[config.mk]
export PLATFORM = sky130hd
export DESIGN_NAME = sync_fifo_thresh
export DESIGN_NICKNAME = d
export VERILOG_FILES = /design/src/rtl/fifo_pkg.sv /design/src/rtl/fifomem.sv /design/src/rtl/sync_fifo_thresh.sv
export SDC_FILE = /design/constraint.sdc
export NUM_CORES = 1
export LEC_CHECK = 0
export BUFFER_PORTS_ARGS = -buffer_cell sky130_fd_sc_hd__buf_2
export CORE_UTILIZATION = 50
export DETAILED_ROUTE_END_ITERATION = 12
export PLACE_DENSITY = 0.68
export SKIP_CTS_REPAIR_TIMING = 1
export SYNTH_ARGS = -nofsm -noshare
export SYNTH_HDL_FRONTEND = slang
export SYNTH_SLANG_ARGS = --single-unit
export TNS_END_PERCENT = 50
[constraint.sdc]
create_clock -name clk -period 3.33 [get_ports clk]
set_input_delay 0.1665 -clock clk [delete_from_list [all_inputs] [get_ports clk]]
set_output_delay 0.1665 -clock clk [all_outputs]
set_load 0.005 [all_outputs]
[src/rtl/fifo_pkg.sv]
// rtl/fifo_pkg.sv - shared FIFO types and default geometry
// Contents: fifo_mode_e (read-port timing mode), default data/address widths,
//           mode_of() maps an integer FWFT parameter onto fifo_mode_e.
package fifo_pkg;

    typedef enum logic {
        FIFO_STD  = 1'b0,   // registered rdata, one cycle after an accepted pop
        FIFO_FWFT = 1'b1    // head word presented combinationally while not empty
    } fifo_mode_e;

    localparam int FIFO_DSIZE = 8;
    localparam int FIFO_ASIZE = 4;

    function automatic fifo_mode_e mode_of(input int fwft);
        return (fwft != 0) ? FIFO_FWFT : FIFO_STD;
    endfunction

endpackage

[src/rtl/fifomem.sv]
// rtl/fifomem.sv - FIFO storage array, synchronous write, asynchronous read
// Ports:
//   wclk    in   1      write clock
//   wclken  in   1      write request
//   wfull   in   1      blocks the write while the FIFO is full
//   waddr   in   ASIZE  write address
//   raddr   in   ASIZE  read address
//   wdata   in   DSIZE  write data
//   rdata   out  DSIZE  mem[raddr], combinational
module fifomem
    import fifo_pkg::*;
#(
    parameter int DSIZE = FIFO_DSIZE,
    parameter int ASIZE = FIFO_ASIZE
) (
    input  logic             wclk,
    input  logic             wclken,
    input  logic             wfull,
    input  logic [ASIZE-1:0] waddr,
    input  logic [ASIZE-1:0] raddr,
    input  logic [DSIZE-1:0] wdata,
    output logic [DSIZE-1:0] rdata
);

    localparam int DEPTH = 1 << ASIZE;

    // Contents are deliberately not reset; pointers define what is valid.
    logic [DSIZE-1:0] mem [DEPTH];

    assign rdata = mem[raddr];

    always_ff @(posedge wclk) begin
        if (wclken && !wfull) begin
            mem[waddr] <= wdata;
        end
    end

endmodule

[src/rtl/sync_fifo_thresh.sv]
// rtl/sync_fifo_thresh.sv - single-clock FIFO with occupancy count, thresholds, FWFT option, sticky errors
// Ports:
//   clk           in   1        clock, all state on rising edge
//   rst           in   1        asynchronous reset, active-high
//   wdata         in   DSIZE    write data
//   winc          in   1        push request, accepted when !wfull
//   rinc          in   1        pop request, accepted when !rempty
//   clr_err       in   1        clears overflow/underflow (a new error in the same cycle wins)
//   rdata         out  DSIZE    read data, registered (STD) or head-of-queue (FWFT)
//   wfull         out  1        FIFO holds 2**ASIZE words
//   rempty        out  1        FIFO holds no words
//   almost_full   out  1        count >= AFULL_THR
//   almost_empty  out  1        count <= AEMPTY_THR
//   count         out  ASIZE+1  occupancy
//   overflow      out  1        sticky, push attempted while full
//   underflow     out  1        sticky, pop attempted while empty
module sync_fifo_thresh
    import fifo_pkg::*;
#(
    parameter int DSIZE      = FIFO_DSIZE,
    parameter int ASIZE      = FIFO_ASIZE,
    parameter int FWFT       = 0,
    parameter int AFULL_THR  = 12,
    parameter int AEMPTY_THR = 2
) (
    input  logic             clk,
    input  logic             rst,
    input  logic [DSIZE-1:0] wdata,
    input  logic             winc,
    input  logic             rinc,
    input  logic             clr_err,
    output logic [DSIZE-1:0] rdata,
    output logic             wfull,
    output logic             rempty,
    output logic             almost_full,
    output logic             almost_empty,
    output logic [ASIZE:0]   count,
    output logic             overflow,
    output logic             underflow
);

    localparam int             DEPTH      = 1 << ASIZE;
    localparam fifo_mode_e     MODE       = mode_of(FWFT);
    localparam logic [ASIZE:0] AFULL_LVL  = AFULL_THR[ASIZE:0];
    localparam logic [ASIZE:0] AEMPTY_LVL = AEMPTY_THR[ASIZE:0];
    localparam logic [ASIZE:0] ONE        = {{ASIZE{1'b0}}, 1'b1};

    if (AFULL_THR < 1 || AFULL_THR > DEPTH) begin : g_bad_afull_thr
        $error("sync_fifo_thresh: AFULL_THR=%0d outside 1..%0d", AFULL_THR, DEPTH);
    end
    if (AEMPTY_THR < 0 || AEMPTY_THR > DEPTH - 1) begin : g_bad_aempty_thr
        $error("sync_fifo_thresh: AEMPTY_THR=%0d outside 0..%0d", AEMPTY_THR, DEPTH - 1);
    end

    logic [ASIZE:0]   wptr;
    logic [ASIZE:0]   rptr;
    logic [ASIZE:0]   count_q;
    logic [DSIZE-1:0] mem_rdata;
    logic [DSIZE-1:0] rdata_q;
    logic             push_ok;
    logic             pop_ok;

    // Pointers carry one extra wrap bit so full and empty are distinguishable
    // with equal low-order addresses.
    assign wfull  = (wptr[ASIZE] != rptr[ASIZE]) &&
                    (wptr[ASIZE-1:0] == rptr[ASIZE-1:0]);
    assign rempty = (wptr == rptr);

    // Acceptance is decided from registered flags only, so a pop in the same
    // cycle never makes room for a push into a full FIFO.
    assign push_ok = winc && !wfull;
    assign pop_ok  = rinc && !rempty;

    assign count        = count_q;
    assign almost_full  = (count_q >= AFULL_LVL);
    assign almost_empty = (count_q <= AEMPTY_LVL);

    fifomem #(
        .DSIZE (DSIZE),
        .ASIZE (ASIZE)
    ) u_mem (
        .wclk   (clk),
        .wclken (winc),
        .wfull  (wfull),
        .waddr  (wptr[ASIZE-1:0]),
        .raddr  (rptr[ASIZE-1:0]),
        .wdata  (wdata),
        .rdata  (mem_rdata)
    );

    always_ff @(posedge clk or posedge rst) begin
        if (rst) begin
            wptr      <= '0;
            rptr      <= '0;
            count_q   <= '0;
            rdata_q   <= '0;
            overflow  <= 1'b0;
            underflow <= 1'b0;
        end else begin
            if (push_ok) begin
                wptr <= wptr + ONE;
            end
            if (pop_ok) begin
                rptr    <= rptr + ONE;
                rdata_q <= mem_rdata;
            end

            case ({push_ok, pop_ok})
                2'b10:   count_q <= count_q + ONE;
                2'b01:   count_q <= count_q - ONE;
                default: count_q <= count_q;
            endcase

            if (winc && wfull) begin
                overflow <= 1'b1;
            end else if (clr_err) begin
                overflow <= 1'b0;
            end

            if (rinc && rempty) begin
                underflow <= 1'b1;
            end else if (clr_err) begin
                underflow <= 1'b0;
            end
        end
    end

    // In FWFT mode the head word is shown directly; once empty, the last
    // popped word (or the reset value) is held so rdata never floats.
    if (MODE == FIFO_FWFT) begin : g_fwft
        assign rdata = rempty ? rdata_q : mem_rdata;
    end else begin : g_std
        assign rdata = rdata_q;
    end

endmodule

Word-level counts from Yosys, hierarchy flattened. Memories as Yosys holds them, arrays and structs flattened. A register that Yosys moved wholly into a read port is not among the register bits. Cells that the tools add are included.

$add $sub $neg: 4. $lt $le $gt $ge: 2. Eq/ne operators: 5. Multiplexer cells: 6. Reduce and logical (&&, ||, !) cells: 10.

Operator list (count): 5-bit by 1-bit adder with 5-bit output (second input constant) (3); 5-bit case mux with 2 select lines (1); 2-bit nonzero test (3); 5-bit == test (1); 5-bit by 4-bit >= comparator with 1-bit output (second input constant) (1); 5-bit by 2-bit less-or-equal comparator with 1-bit output (second input constant) (1); 1-bit logical AND (5); 1-bit two-way mux (5); 5-bit by 1-bit subtractor with 5-bit output (second input constant) (1); 4-bit == test (1); 2-bit by 1-bit == test with 1-bit output (second input constant) (1); 2-bit == test (second input constant) (1); 1-bit zero test (2); 1-bit inequality test (1).

Register bits after elaboration: 17. RAM bits: 128. Bits of input ports: 13. Memories kept: 1.

Memories: u_mem.mem (words 16, width 8, rd ports 1, clocked after memory_dff 1, write ports 1, line fifomem.sv:28) `logic [DSIZE-1:0] mem [DEPTH];`.

Longest topological paths before layout.
Word-level depth: 6. Gate-level depth with buffers: 13. Depth with buffers taken out: 11.

Hierarchy. A second synthesis with hierarchy kept.

Cells, all modules: 325. Area total of the unflattened synthesis: 6332.3 um^2.

Modules (own cells, without submodules): fifomem (instances 1, cells an instance 222, area an instance 4996.0 um^2); sync_fifo_thresh (instances 1, cells an instance 103, area an instance 1336.3 um^2).

Worst setup path after synthesis. No wires, ideal clock.

Path type: register -> register. Start: register rptr[1]. End: register count_q[4] (netlist: count[4]). Arrival time: 2.658 ns. Required time: 3.205 ns. Path slack: 0.547 ns. Stages on the path, launching flop included: 13. Buffers on the path: 2. Period minus slack after synthesis: 2.783 ns. Cells stage by stage: dfrtp_1 buf_6 xor2_2 nor4_4 a21boi_2 buf_2 ha_1 fa_1 a21o_1 a21oi_1 xor2_1 nor2_1 xor2_1.

RTL lines: start, declared (line sync_fifo_thresh.sv:56) `logic [ASIZE:0] rptr;`; start signal, assigned (line sync_fifo_thresh.sv:104) `rptr <= rptr + ONE;`; 5-bit == test (*) (line sync_fifo_thresh.sv:67) `assign rempty = (wptr == rptr);`; 1-bit zero test (*) (line sync_fifo_thresh.sv:72) `assign pop_ok = rinc && !rempty;`; 1-bit logical AND (*) (line sync_fifo_thresh.sv:72); named net pop_ok (line sync_fifo_thresh.sv:61) `logic pop_ok;`; 2-bit by 1-bit == test with 1-bit output or 2-bit == test (tied branches) (line sync_fifo_thresh.sv:108) `case ({push_ok, pop_ok})`; 5-bit case mux with 2 select lines or 2-bit nonzero test (tied branches); end signal, assigned (line sync_fifo_thresh.sv:109) `2'b10: count_q <= count_q + ONE;`; end signal, assigned (line sync_fifo_thresh.sv:110) `2'b01: count_q <= count_q - ONE;`; end signal, assigned (line sync_fifo_thresh.sv:111) `default: count_q <= count_q;`; end, declared (line sync_fifo_thresh.sv:57) `logic [ASIZE:0] count_q;`.

Mark *: on every way through the listed nets, which the timed path passes. The rest lies on a longest branch. A chain may end at the register's enable or synchronous reset.

Worst setup path in the final report.
Start: register wptr[1]. End: register count_q[4] (netlist: count[4]).

Word-level cells in the longest chain between the ends: 6.

Ends and longest elaborated chain: start, declared (line sync_fifo_thresh.sv:55) `logic [ASIZE:0] wptr;`; start signal, assigned (line sync_fifo_thresh.sv:101) `wptr <= wptr + ONE;`; 4-bit == test (line sync_fifo_thresh.sv:66) `(wptr[ASIZE-1:0] == rptr[ASIZE-1:0]);`; 1-bit logical AND (line sync_fifo_thresh.sv:65) `assign wfull = (wptr[ASIZE] != rptr[ASIZE]) &&`; 1-bit zero test (line sync_fifo_thresh.sv:71) `assign push_ok = winc && !wfull;`; 1-bit logical AND (line sync_fifo_thresh.sv:71); 2-bit by 1-bit == test with 1-bit output or 2-bit == test (tied branches) (line sync_fifo_thresh.sv:108); 5-bit case mux with 2 select lines or 2-bit nonzero test (tied branches).

Parallel ways exist; a longest one is shown, timed or not.

==> run metrics <==
share of cells above drive strength 1=a little under a quarter; clock latency on the worst-skew pair=approximately 420 ps; Synth Area per Inst=about 18 sq um; Min Hold Slack=-37.0 ps; level count of the clock H-tree=4; met1 Use GR=26.2%; Post-DP Area=6630 sq um; relative slew slack=35.4%; pwr/cell area=between 800 and 900 nW/um^2; reg2reg path depth=10; Filler cells=909; largest net degree at the start of global routing=between 50 and 60; vias in the first global route=3,130; Post-synth EDFFs=128; Detailed Route Iter0 Violations=224; die height=115 um; Routed Antenna Nets=0; Period minus WS final=2680 ps; die area=13,200 sq um; final hold violation count=25; initial antenna violation count=0; status=finished with violations; Crit path max-delay family=adder cells; Slowest-stage cell, CP=dfrtp_1; Post-Syn Nets=379; GR peak layer=met2; Main synth FF type=edfxtp_1; Max stage delay on crit path=450 ps; initial core utilization=between 50% and 60%; First-pass DRT Iterations=4; FP Rows=40; reg-to-reg startpoint=wptr[1]$_DFFE_PP0P_; vias per inst=5.47; Post-synth ARST share=16.3%; hpwl dp=7250 um; max-cap viol count=0; CTS Buf Count=17; setup_tns=0 ps; Clock Path Buffers=2; Area growth syn-to-layout=14.0%; Hold WC Path Type=input port to asynchronous set/reset pin; DRC violations left=0; CP bufs+invs=0; final instance area=a little over 7000 sq um; clock sink total=between 150 and 200; Slew Viols, Final=0; Reg2Reg Setup Slack=650 ps; Port Buffer Count=31; Crit. path cell count=10; ANT cells=0; P_leak=2.61 nW; CTS tree=yes; Critical Path Source=wptr[1]$_DFFE_PP0P_; VDD IR max=0.000419 V; unrepaired setup endpoints after global routing=no; YS warnings=0; Die X=roughly 110 um; Setup crit end=count[4]$_DFFE_PP0P_; pre-CTS setup slack=664 ps; reg2reg end=count[4]$_DFFE_PP0P_; critical path arrival=2980 ps; maximum achievable frequency=0.374 GHz; via count=3,152; Post-Syn Area=roughly 6300 sq um; WS Path Type=flop to flop; worst setup margin=653 ps; GRT overflow=0; CORE AREA=12,200 sq um; Netlist cell types=38; Final Setup Violations=0; Non-Filler Instances=576; Req. time, crit path=3630 ps; CTS root buf=clkbuf_16; nets=between 400 and 500; WL/cell=20.3 um; synthesis-stage register bit count=153; GPL Wtd Cong=0.772; commonest non-fill, non-tap cell in the layout=edfxtp_1; critical path peak fanout=5; GRT Util Overall=19.8%; final worst-path cycle share=80.4%; first-pass GRT wire length=17,900 um; worst-path cell chain=xor2_2, nor4_4, a21boi_2, ha_1, fa_1, a21o_1, a21oi_1, xor2_1, nor2_1, xor2_1; Critical Path Most Common Cell=xor2_1; failing checks=hold timing; GRT met2 Usage=a little under a third; clk_skew=6.53 ps; Seq/Total Area, Yosys=slightly above 70%; cell count after synthesis=356; CP Capture Type=flop; most frequent cells in the layout=edfxtp_1, buf_2, dfrtp_1; Worst Tran Pin Value=968 ps; Clock Pin Slew Worst Setup and Hold Paths=60 ps; met3 global-route usage=5.24%; I/O pins=32; Startpoint Class=flop; cell count after placement=about 540; WL final=11,700 um
-- synth_stat cells (2+ instances only) --
master     count  area, sq um
edfxtp_1     128         3840
dfrtp_1       25          626
a21oi_1       18         90.1
nor2b_1       18          113
and3_1        15         93.8
mux4_2        15          338
nor2_1        11         41.3
ha_1           9          113
mux2_2         9          101
mux4_1         9          236
xor2_1         9         78.8
a211oi_1       8         60.1
buf_2          8         40.0
mux2i_1        8         80.1
xnor2_1        8         70.1
a2111oi_1      7         70.1
inv_1          7         26.3
nand2_1        7         26.3
clkbuf_1       4         15.0
o21ai_0        4         20.0
a21o_1         3         22.5
and2_1         3         18.8
buf_4          3         22.5
buf_6          3         33.8
nand4_1        3         18.8
a2111oi_0      2         17.5
-- layer usage --
layer	vias to the layer above	wire, um
met4	0	221
met5	-	0
li1	1473	-
met3	18	565
met2	81	5650
met1	1580	5230
-- worst min-delay path by stage --
stage,cells after the start,endpoint
6_report,2,rdata[0]$_DFFE_PP0P_
5_1_grt,2,rptr[1]$_DFFE_PP0P_
4_1_cts,2,underflow$_DFFE_PP0P_
3_5_place_dp,2,underflow$_DFFE_PP0P_
2_1_floorplan,1,count[0]$_DFFE_PP0P_
3_3_place_gp,2,underflow$_DFFE_PP0P_
-- report_power, final --
| part | internal, W | total, W | switching (W) |
|---|---|---|---|
| logic | 0.000879 | 0.00194 | 0.00106 |
| clock network | 0.00119 | 0.00189 | 0.000703 |
| registers | 0.00240 | 0.00258 | 0.000175 |
| total | 0.00447 | 0.00641 | 0.00194 |
-- layout make-up --
type                    count  area (sq um)  share of cell area, %
well taps                 168           210                   2.90
clock buffers              22           454                   6.27
inverters                   7          26.3                  0.363
multi-input cells         175          1710                   23.7
repair buffers             41           238                   3.28
clock inverters            10           126                   1.75
flip-flops and latches    153          4470                   61.8
-- cells by family (layout without fill, tap and decap cells) --
logic type      count (synthesis)  count (layout)  share of synthesized area (%)
compound gates                 45              45                           4.79
xor+xnor                       18              18                           2.60
fa+ha+maj                      10              10                           2.09
buf+inv                        28              80                           2.62
flops                         153             153                           70.4
mux                            42              42                           12.1
simple gates                   60              60                           5.42
-- metrics by stage --
stage               util, %  total power (W)
finish                 59.3          0.00641
global route           59.3          0.00673
CTS                    59.0          0.00646
detailed placement     54.3          0.00456
global placement       54.3          0.00454
floorplan                 -          0.00407
-- state kept, by name, summed over array words and instances, names as in the netlist --
signal / cells
count: 5
overflow: 1
rdata: 8
rptr: 5
u_mem.mem: 128
underflow: 1
wptr: 5
No activity file was read; power rests on OpenSTA's default activity.
